<file path="config.mk">
export PLATFORM = sky130hd
export DESIGN_NAME = ex_issue_stage
export DESIGN_NICKNAME = d
export VERILOG_FILES = /design/src/rtl/ex_pkg.sv /design/src/rtl/ex_issue_stage_operand_fwd_sel.sv /design/src/rtl/ex_issue_stage.sv
export SDC_FILE = /design/constraint.sdc
export NUM_CORES = 1
export LEC_CHECK = 0
export ABC_AREA = 1
export CELL_PAD_IN_SITES_DETAIL_PLACEMENT = 1
export CELL_PAD_IN_SITES_GLOBAL_PLACEMENT = 1
export CORE_MARGIN = 2
export CORE_UTILIZATION = 35
export CTS_BUF_LIST = sky130_fd_sc_hd__clkbuf_16
export DETAILED_ROUTE_END_ITERATION = 10
export HOLD_SLACK_MARGIN = 0.15
export PLACE_DENSITY = 0.92
export SLEW_MARGIN = 20
export SYNTH_ARGS = -nofsm -noshare
export SYNTH_HDL_FRONTEND = slang
export SYNTH_HIERARCHICAL = 1
export SYNTH_SLANG_ARGS = --single-unit
</file>
<file path="constraint.sdc">
create_clock -name clk -period 2 [get_ports clk]
set_input_delay 0.2 -clock clk [delete_from_list [all_inputs] [get_ports clk]]
set_output_delay 0.2 -clock clk [all_outputs]
set_load 0.005 [all_outputs]
</file>
<file path="src/rtl/ex_pkg.sv">
// Shared types for the ID/EX issue stage: forwarding select and stored payload.
package ex_pkg;

  localparam int EX_XLEN   = 32;
  localparam int EX_REG_AW = 5;

  typedef enum logic [1:0] {
    FWD_ZERO = 2'd0,
    FWD_EXM  = 2'd1,
    FWD_MWB  = 2'd2,
    FWD_RF   = 2'd3
  } fwd_sel_e;

  // Everything the stage keeps while an instruction is held. Source register
  // indices are kept so operands can be refreshed during a stall.
  typedef struct packed {
    logic [3:0]           alu_op;
    logic [EX_XLEN-1:0]   pc;
    logic [EX_XLEN-1:0]   imm;
    logic [EX_XLEN-1:0]   rs1_val;
    logic [EX_XLEN-1:0]   rs2_val;
    logic [EX_REG_AW-1:0] rs1_addr;
    logic [EX_REG_AW-1:0] rs2_addr;
    logic [EX_REG_AW-1:0] rd_addr;
    logic                 rd_we;
    logic                 use_pc_a;
    logic                 use_imm_b;
  } id_ex_t;

endpackage

</file>
<file path="src/rtl/ex_issue_stage_operand_fwd_sel.sv">
// Priority resolver for one source operand: x0, then EX/MEM, then MEM/WB,
// otherwise the fallback value (register-file data or the held value).
module operand_fwd_sel
  import ex_pkg::*;
#(
  parameter int XLEN   = EX_XLEN,
  parameter int REG_AW = EX_REG_AW
) (
  input  logic [REG_AW-1:0] i_rs_addr,
  input  logic [XLEN-1:0]   i_rf_data,
  input  logic              i_exm_we,
  input  logic [REG_AW-1:0] i_exm_rd,
  input  logic [XLEN-1:0]   i_exm_data,
  input  logic              i_mwb_we,
  input  logic [REG_AW-1:0] i_mwb_rd,
  input  logic [XLEN-1:0]   i_mwb_data,
  output logic [XLEN-1:0]   o_data
);

  fwd_sel_e w_sel;

  // Pick the source; EX/MEM is younger than MEM/WB so it wins on a tie.
  always_comb begin
    w_sel = FWD_RF;
    if (i_rs_addr == '0)                              w_sel = FWD_ZERO;
    else if (i_exm_we && (i_exm_rd == i_rs_addr))     w_sel = FWD_EXM;
    else if (i_mwb_we && (i_mwb_rd == i_rs_addr))     w_sel = FWD_MWB;
  end

  // Route the selected source to the output.
  always_comb begin
    o_data = i_rf_data;
    case (w_sel)
      FWD_ZERO: o_data = '0;
      FWD_EXM:  o_data = i_exm_data;
      FWD_MWB:  o_data = i_mwb_data;
      default:  o_data = i_rf_data;
    endcase
  end

endmodule

</file>
<file path="src/rtl/ex_issue_stage.sv">
// ID/EX issue stage: single-entry holding register in front of the ALU with
// capture-time forwarding and operand refresh while stalled.
module ex_issue_stage
  import ex_pkg::*;
#(
  parameter int XLEN   = EX_XLEN,
  parameter int REG_AW = EX_REG_AW
) (
  input  logic              clk,
  input  logic              rst_n,
  input  logic              in_valid,
  output logic              in_ready,
  input  logic [3:0]        in_alu_op,
  input  logic [XLEN-1:0]   in_pc,
  input  logic [XLEN-1:0]   in_imm,
  input  logic [REG_AW-1:0] in_rs1_addr,
  input  logic [REG_AW-1:0] in_rs2_addr,
  input  logic [XLEN-1:0]   in_rs1_data,
  input  logic [XLEN-1:0]   in_rs2_data,
  input  logic [REG_AW-1:0] in_rd_addr,
  input  logic              in_rd_we,
  input  logic              in_use_pc_a,
  input  logic              in_use_imm_b,
  input  logic              exm_we,
  input  logic [REG_AW-1:0] exm_rd,
  input  logic [XLEN-1:0]   exm_data,
  input  logic              mwb_we,
  input  logic [REG_AW-1:0] mwb_rd,
  input  logic [XLEN-1:0]   mwb_data,
  input  logic              flush,
  output logic              out_valid,
  input  logic              out_ready,
  output logic [3:0]        alu_op,
  output logic [XLEN-1:0]   operand_a,
  output logic [XLEN-1:0]   operand_b,
  output logic [REG_AW-1:0] out_rd_addr,
  output logic              out_rd_we,
  output logic [XLEN-1:0]   out_pc
);

  logic              r_valid;
  id_ex_t            r_ex;
  logic              w_capture;
  logic              w_refresh;
  logic [XLEN-1:0]   w_rs1_cap;
  logic [XLEN-1:0]   w_rs2_cap;
  logic [XLEN-1:0]   w_rs1_ref;
  logic [XLEN-1:0]   w_rs2_ref;

  assign in_ready  = !r_valid || out_ready;
  assign w_capture = in_valid && in_ready && !flush;
  assign w_refresh = r_valid && !out_ready;

  // Capture-time resolution uses the incoming register-file data as fallback.
  operand_fwd_sel #(.XLEN(XLEN), .REG_AW(REG_AW)) u_rs1_cap (
    .i_rs_addr (in_rs1_addr), .i_rf_data (in_rs1_data),
    .i_exm_we  (exm_we),      .i_exm_rd  (exm_rd),      .i_exm_data (exm_data),
    .i_mwb_we  (mwb_we),      .i_mwb_rd  (mwb_rd),      .i_mwb_data (mwb_data),
    .o_data    (w_rs1_cap)
  );

  operand_fwd_sel #(.XLEN(XLEN), .REG_AW(REG_AW)) u_rs2_cap (
    .i_rs_addr (in_rs2_addr), .i_rf_data (in_rs2_data),
    .i_exm_we  (exm_we),      .i_exm_rd  (exm_rd),      .i_exm_data (exm_data),
    .i_mwb_we  (mwb_we),      .i_mwb_rd  (mwb_rd),      .i_mwb_data (mwb_data),
    .o_data    (w_rs2_cap)
  );

  // Refresh resolution falls back to the held value, so no hit means no change.
  operand_fwd_sel #(.XLEN(XLEN), .REG_AW(REG_AW)) u_rs1_ref (
    .i_rs_addr (r_ex.rs1_addr), .i_rf_data (r_ex.rs1_val),
    .i_exm_we  (exm_we),        .i_exm_rd  (exm_rd),      .i_exm_data (exm_data),
    .i_mwb_we  (mwb_we),        .i_mwb_rd  (mwb_rd),      .i_mwb_data (mwb_data),
    .o_data    (w_rs1_ref)
  );

  operand_fwd_sel #(.XLEN(XLEN), .REG_AW(REG_AW)) u_rs2_ref (
    .i_rs_addr (r_ex.rs2_addr), .i_rf_data (r_ex.rs2_val),
    .i_exm_we  (exm_we),        .i_exm_rd  (exm_rd),      .i_exm_data (exm_data),
    .i_mwb_we  (mwb_we),        .i_mwb_rd  (mwb_rd),      .i_mwb_data (mwb_data),
    .o_data    (w_rs2_ref)
  );

  // Valid flag: flush kills, capture sets, consume without capture clears.
  always_ff @(posedge clk or negedge rst_n) begin
    if (!rst_n) begin
      r_valid <= 1'b0;
    end else if (flush) begin
      r_valid <= 1'b0;
    end else if (w_capture) begin
      r_valid <= 1'b1;
    end else if (out_ready) begin
      r_valid <= 1'b0;
    end
  end

  // Payload: load on capture, otherwise refresh forwarded operands while stalled.
  always_ff @(posedge clk or negedge rst_n) begin
    if (!rst_n) begin
      r_ex <= '0;
    end else if (w_capture) begin
      r_ex.alu_op    <= in_alu_op;
      r_ex.pc        <= in_pc;
      r_ex.imm       <= in_imm;
      r_ex.rs1_val   <= w_rs1_cap;
      r_ex.rs2_val   <= w_rs2_cap;
      r_ex.rs1_addr  <= in_rs1_addr;
      r_ex.rs2_addr  <= in_rs2_addr;
      r_ex.rd_addr   <= in_rd_addr;
      r_ex.rd_we     <= in_rd_we;
      r_ex.use_pc_a  <= in_use_pc_a;
      r_ex.use_imm_b <= in_use_imm_b;
    end else if (w_refresh) begin
      r_ex.rs1_val   <= w_rs1_ref;
      r_ex.rs2_val   <= w_rs2_ref;
    end
  end

  assign out_valid   = r_valid;
  assign alu_op      = r_ex.alu_op;
  assign operand_a   = r_ex.use_pc_a  ? r_ex.pc  : r_ex.rs1_val;
  assign operand_b   = r_ex.use_imm_b ? r_ex.imm : r_ex.rs2_val;
  assign out_rd_addr = r_ex.rd_addr;
  assign out_rd_we   = r_ex.rd_we;
  assign out_pc      = r_ex.pc;

endmodule

</file>
==> flow_metrics.tcl <==
set metrics [dict create \
    outcome "finished clean" \
    fp-row-count 68 \
    leakage_nw 7.52 \
    path_max_fanout 15 \
    grt_max_degree 106 \
    grt_setup_unrepaired "no" \
    cts_tree "yes" \
    timing.setup.tns_ns 0 \
    synth_area_mm2 0.0121 \
    drv_cap 0 \
    htreeDepth 4 \
    post-route-util_pct 47.5 \
    initial_core_util_pct 35.2 \
    power_density_mw_per_mm2 709 \
    gp_congestion 0.941 \
    path_cells "buf_4, buf_12, mux2_2, dlygate4sd2_1" \
    setup_violations 0 \
    power_mw 11.5 \
    synth.net_count 1913 \
    dr.pass1.iters 5 \
    crit_family "buffers and inverters" \
    fmax_mhz 518 \
    dp_cells 2343 \
    grt-ovfl-total 0 \
    cts_sinks 151 \
    yosys_warnings 6 \
    globalRouteMet2Util_pct 48.8 \
    peakVddDrop_mv 0.650 \
    min_period_ns 1.93 \
    port_buffers 338 \
    root_buffer "clkbuf_16" \
    numCtsBuffers 17 \
    grt_busiest_layer "met2" \
    antenna_found_initial 5 \
    cpMaxStageDelayCell "dfrtp_2" \
    fillCellCount 4241 \
    viasPerCell 5.97 \
    grt_pass1_vias 14600 \
    stdcell_count 2399 \
    grt_pass1_wl_mm 84.6 \
    tightest_slew_ns 0.671 \
    die_h_um 190 \
    drive_gt1_share_pct 13.0 \
    ios 339 \
    syn_to_final_growth_pct 34.8 \
    hold_viol 0 \
    grt.total_usage_pct 30.1 \
    drc 0 \
    die_w_um 190 \
    avgSynthCellArea_um2 7.18 \
    finClkSkew_ns 0.0154 \
    syn_inst 1682 \
    insertion_delay_ns 0.45 \
    critPathArrivalTime_ns 1.73 \
    holdWs_ns 0.284 \
    routed_wl_mm 55.3 \
    clock_path_buffers 2 \
    drt_iter0_drc 1692 \
    min_period_over_period_pct 96.5 \
    slew_violations 0 \
    critPathKind "reg2out" \
    antenna_left 0 \
    relSlewSlack_pct 55.2 \
    synth_seq_cells 151 \
    path_buf_inv 3 \
    die_area_mm2 0.0360 \
    crit_path_max_incr_delay_ns 0.39 \
    final_nets 2156 \
    vias 14300 \
    post_drt_wl_per_cell_um 23.1 \
    core_mm2 0.0343 \
    hold_class "in2reg" \
    gr-usage-met3_pct 6.55 \
    place_hpwl_mm 38.7 \
    synth_cell_types 22 \
    critPathLaunchType "flop" \
    use_met1_pct 37.6 \
    endpoint_kind "output pin" \
    cp_data_required_time_ns 1.80 \
    ys_seq_area_share_pct 31.3 \
    clkTransAtPathRegs_ns 0.07 \
]
==> stage by stage <==
step / setup slack [ns] / area (µm²)
4_1_cts: -0.00972 / 16300
5_1_grt: 0.0137 / 16300
3_3_place_gp: -0.151 / 15600
3_5_place_dp: -0.239 / 15600
2_1_floorplan: 0.551 / 12100
6_report: 0.0707 / 16300
==> flip-flops by register name (all words and copies together) (netlist names) <==
name,count
alu_op,4
out_pc,32
out_rd_addr,5
out_rd_we,1
out_valid,1
r_ex,108
==> cell families after synthesis <==
group                  count (synthesis)  synth area share [%]
flip-flops                           151                  31.3
AND/OR/NAND/NOR                     1184                  48.2
AO/OA/AOI/OAI                          5                 0.207
multiplexers                          64                  5.97
buffers and inverters                278                  14.3
==> cell usage after synthesis <==
library cell  count  area share (%)
nand3_1         448              19
nand2_1         427              13
nand4_1         256              13
dfrtp_1         151              31
buf_2            73             3.0
buf_4            72             4.5
mux2_2           64             6.0
inv_1            50             1.6
buf_6            40             3.7
clkbuf_1         21            0.65
nor2_1           20            0.62
inv_2            17            0.53
nor2_2           14            0.73
nand3_2           8            0.66
clkinv_4          4            0.29
nand3_4           4            0.58
nor3_2            4            0.33
o21ai_0           4            0.17
nand2_2           2            0.10
a21oi_1           1           0.041
clkinv_1          1           0.031
nor2_4            1           0.093
==> layout by cell type (no fill, tap or decap), drive strengths merged, types with 20 or more instances in the layout <==
cell / Yosys / routed
mux2: 64 / 64
dlygate4sd2: 0 / 53
inv: 67 / 69
nand2: 429 / 429
clkbuf: 21 / 20
clkdlybuf4s50: 0 / 273
dfrtp: 151 / 151
buf: 185 / 100
nand4: 256 / 256
nand3: 460 / 460
nor2: 35 / 35
==> worst reg2reg max path: cells and delay by family (launching register included) <==
kind                   cells  cell delay, ns
DFF                        1            0.44
buffers and inverters      2            0.43
and+or+nand+nor            8            0.86
==> layer usage <==
| layer | share of wire, % | wire length, µm |
|---|---|---|
| met1 | 40 | 21900 |
| met2 | 46 | 25700 |
| met3 | 8.7 | 4830 |
| met4 | 5.2 | 2870 |
| met5 | 0 | 0 |
==> worst paths after layout <==
kind	end	depth (start not counted)	slack [ns]	from
worst max-delay path	operand_a[15]	4	0.07	r_ex[1]$_DFFE_PN0P_
worst min-delay path	r_ex[86]$_DFFE_PN0P_	3	0.28	in_imm[4]
worst max register to register	r_ex[59]$_DFFE_PN0P_	10	0.20	r_ex[13]$_DFFE_PN0P_
worst min register to register	r_ex[87]$_DFFE_PN0P_	2	0.48	r_ex[87]$_DFFE_PN0P_
max in group asynchronous	r_ex[92]$_DFFE_PN0P_	3	0.95	rst_n
min in group asynchronous	out_pc[14]$_DFFE_PN0P_	2	0.35	rst_n
==> where the power goes <==
| group | total (mW) | switching, mW | internal [mW] |
|---|---|---|---|
| sequential | 4.14 | 0.575 | 3.56 |
| combinational | 4.14 | 2.04 | 2.10 |
| clock | 3.26 | 1.44 | 1.82 |
==> what timing repair did <==
item,CTS,global route
setup endpoints to repair,59,5
resized for setup,95,5
buffers inserted,13,0
pin swaps,0,0
hold buffers,1,0
endpoints found under the hold margin,58,0
cloned,4,0
==> area by class of cell <==
class                      instances  area, µm²  area share [%]
antenna                            6       15.0          0.0922
clock buffer                      17        425            2.61
clock inverter                    15        140           0.861
inverter                          72        290            1.78
multi-input combinational       1253       6610            40.6
sequential                       151       3780            23.2
tap                              455        569            3.50
timing repair buffer             430       4450            27.3
Note: power is estimated with default switching activity, not from simulation.
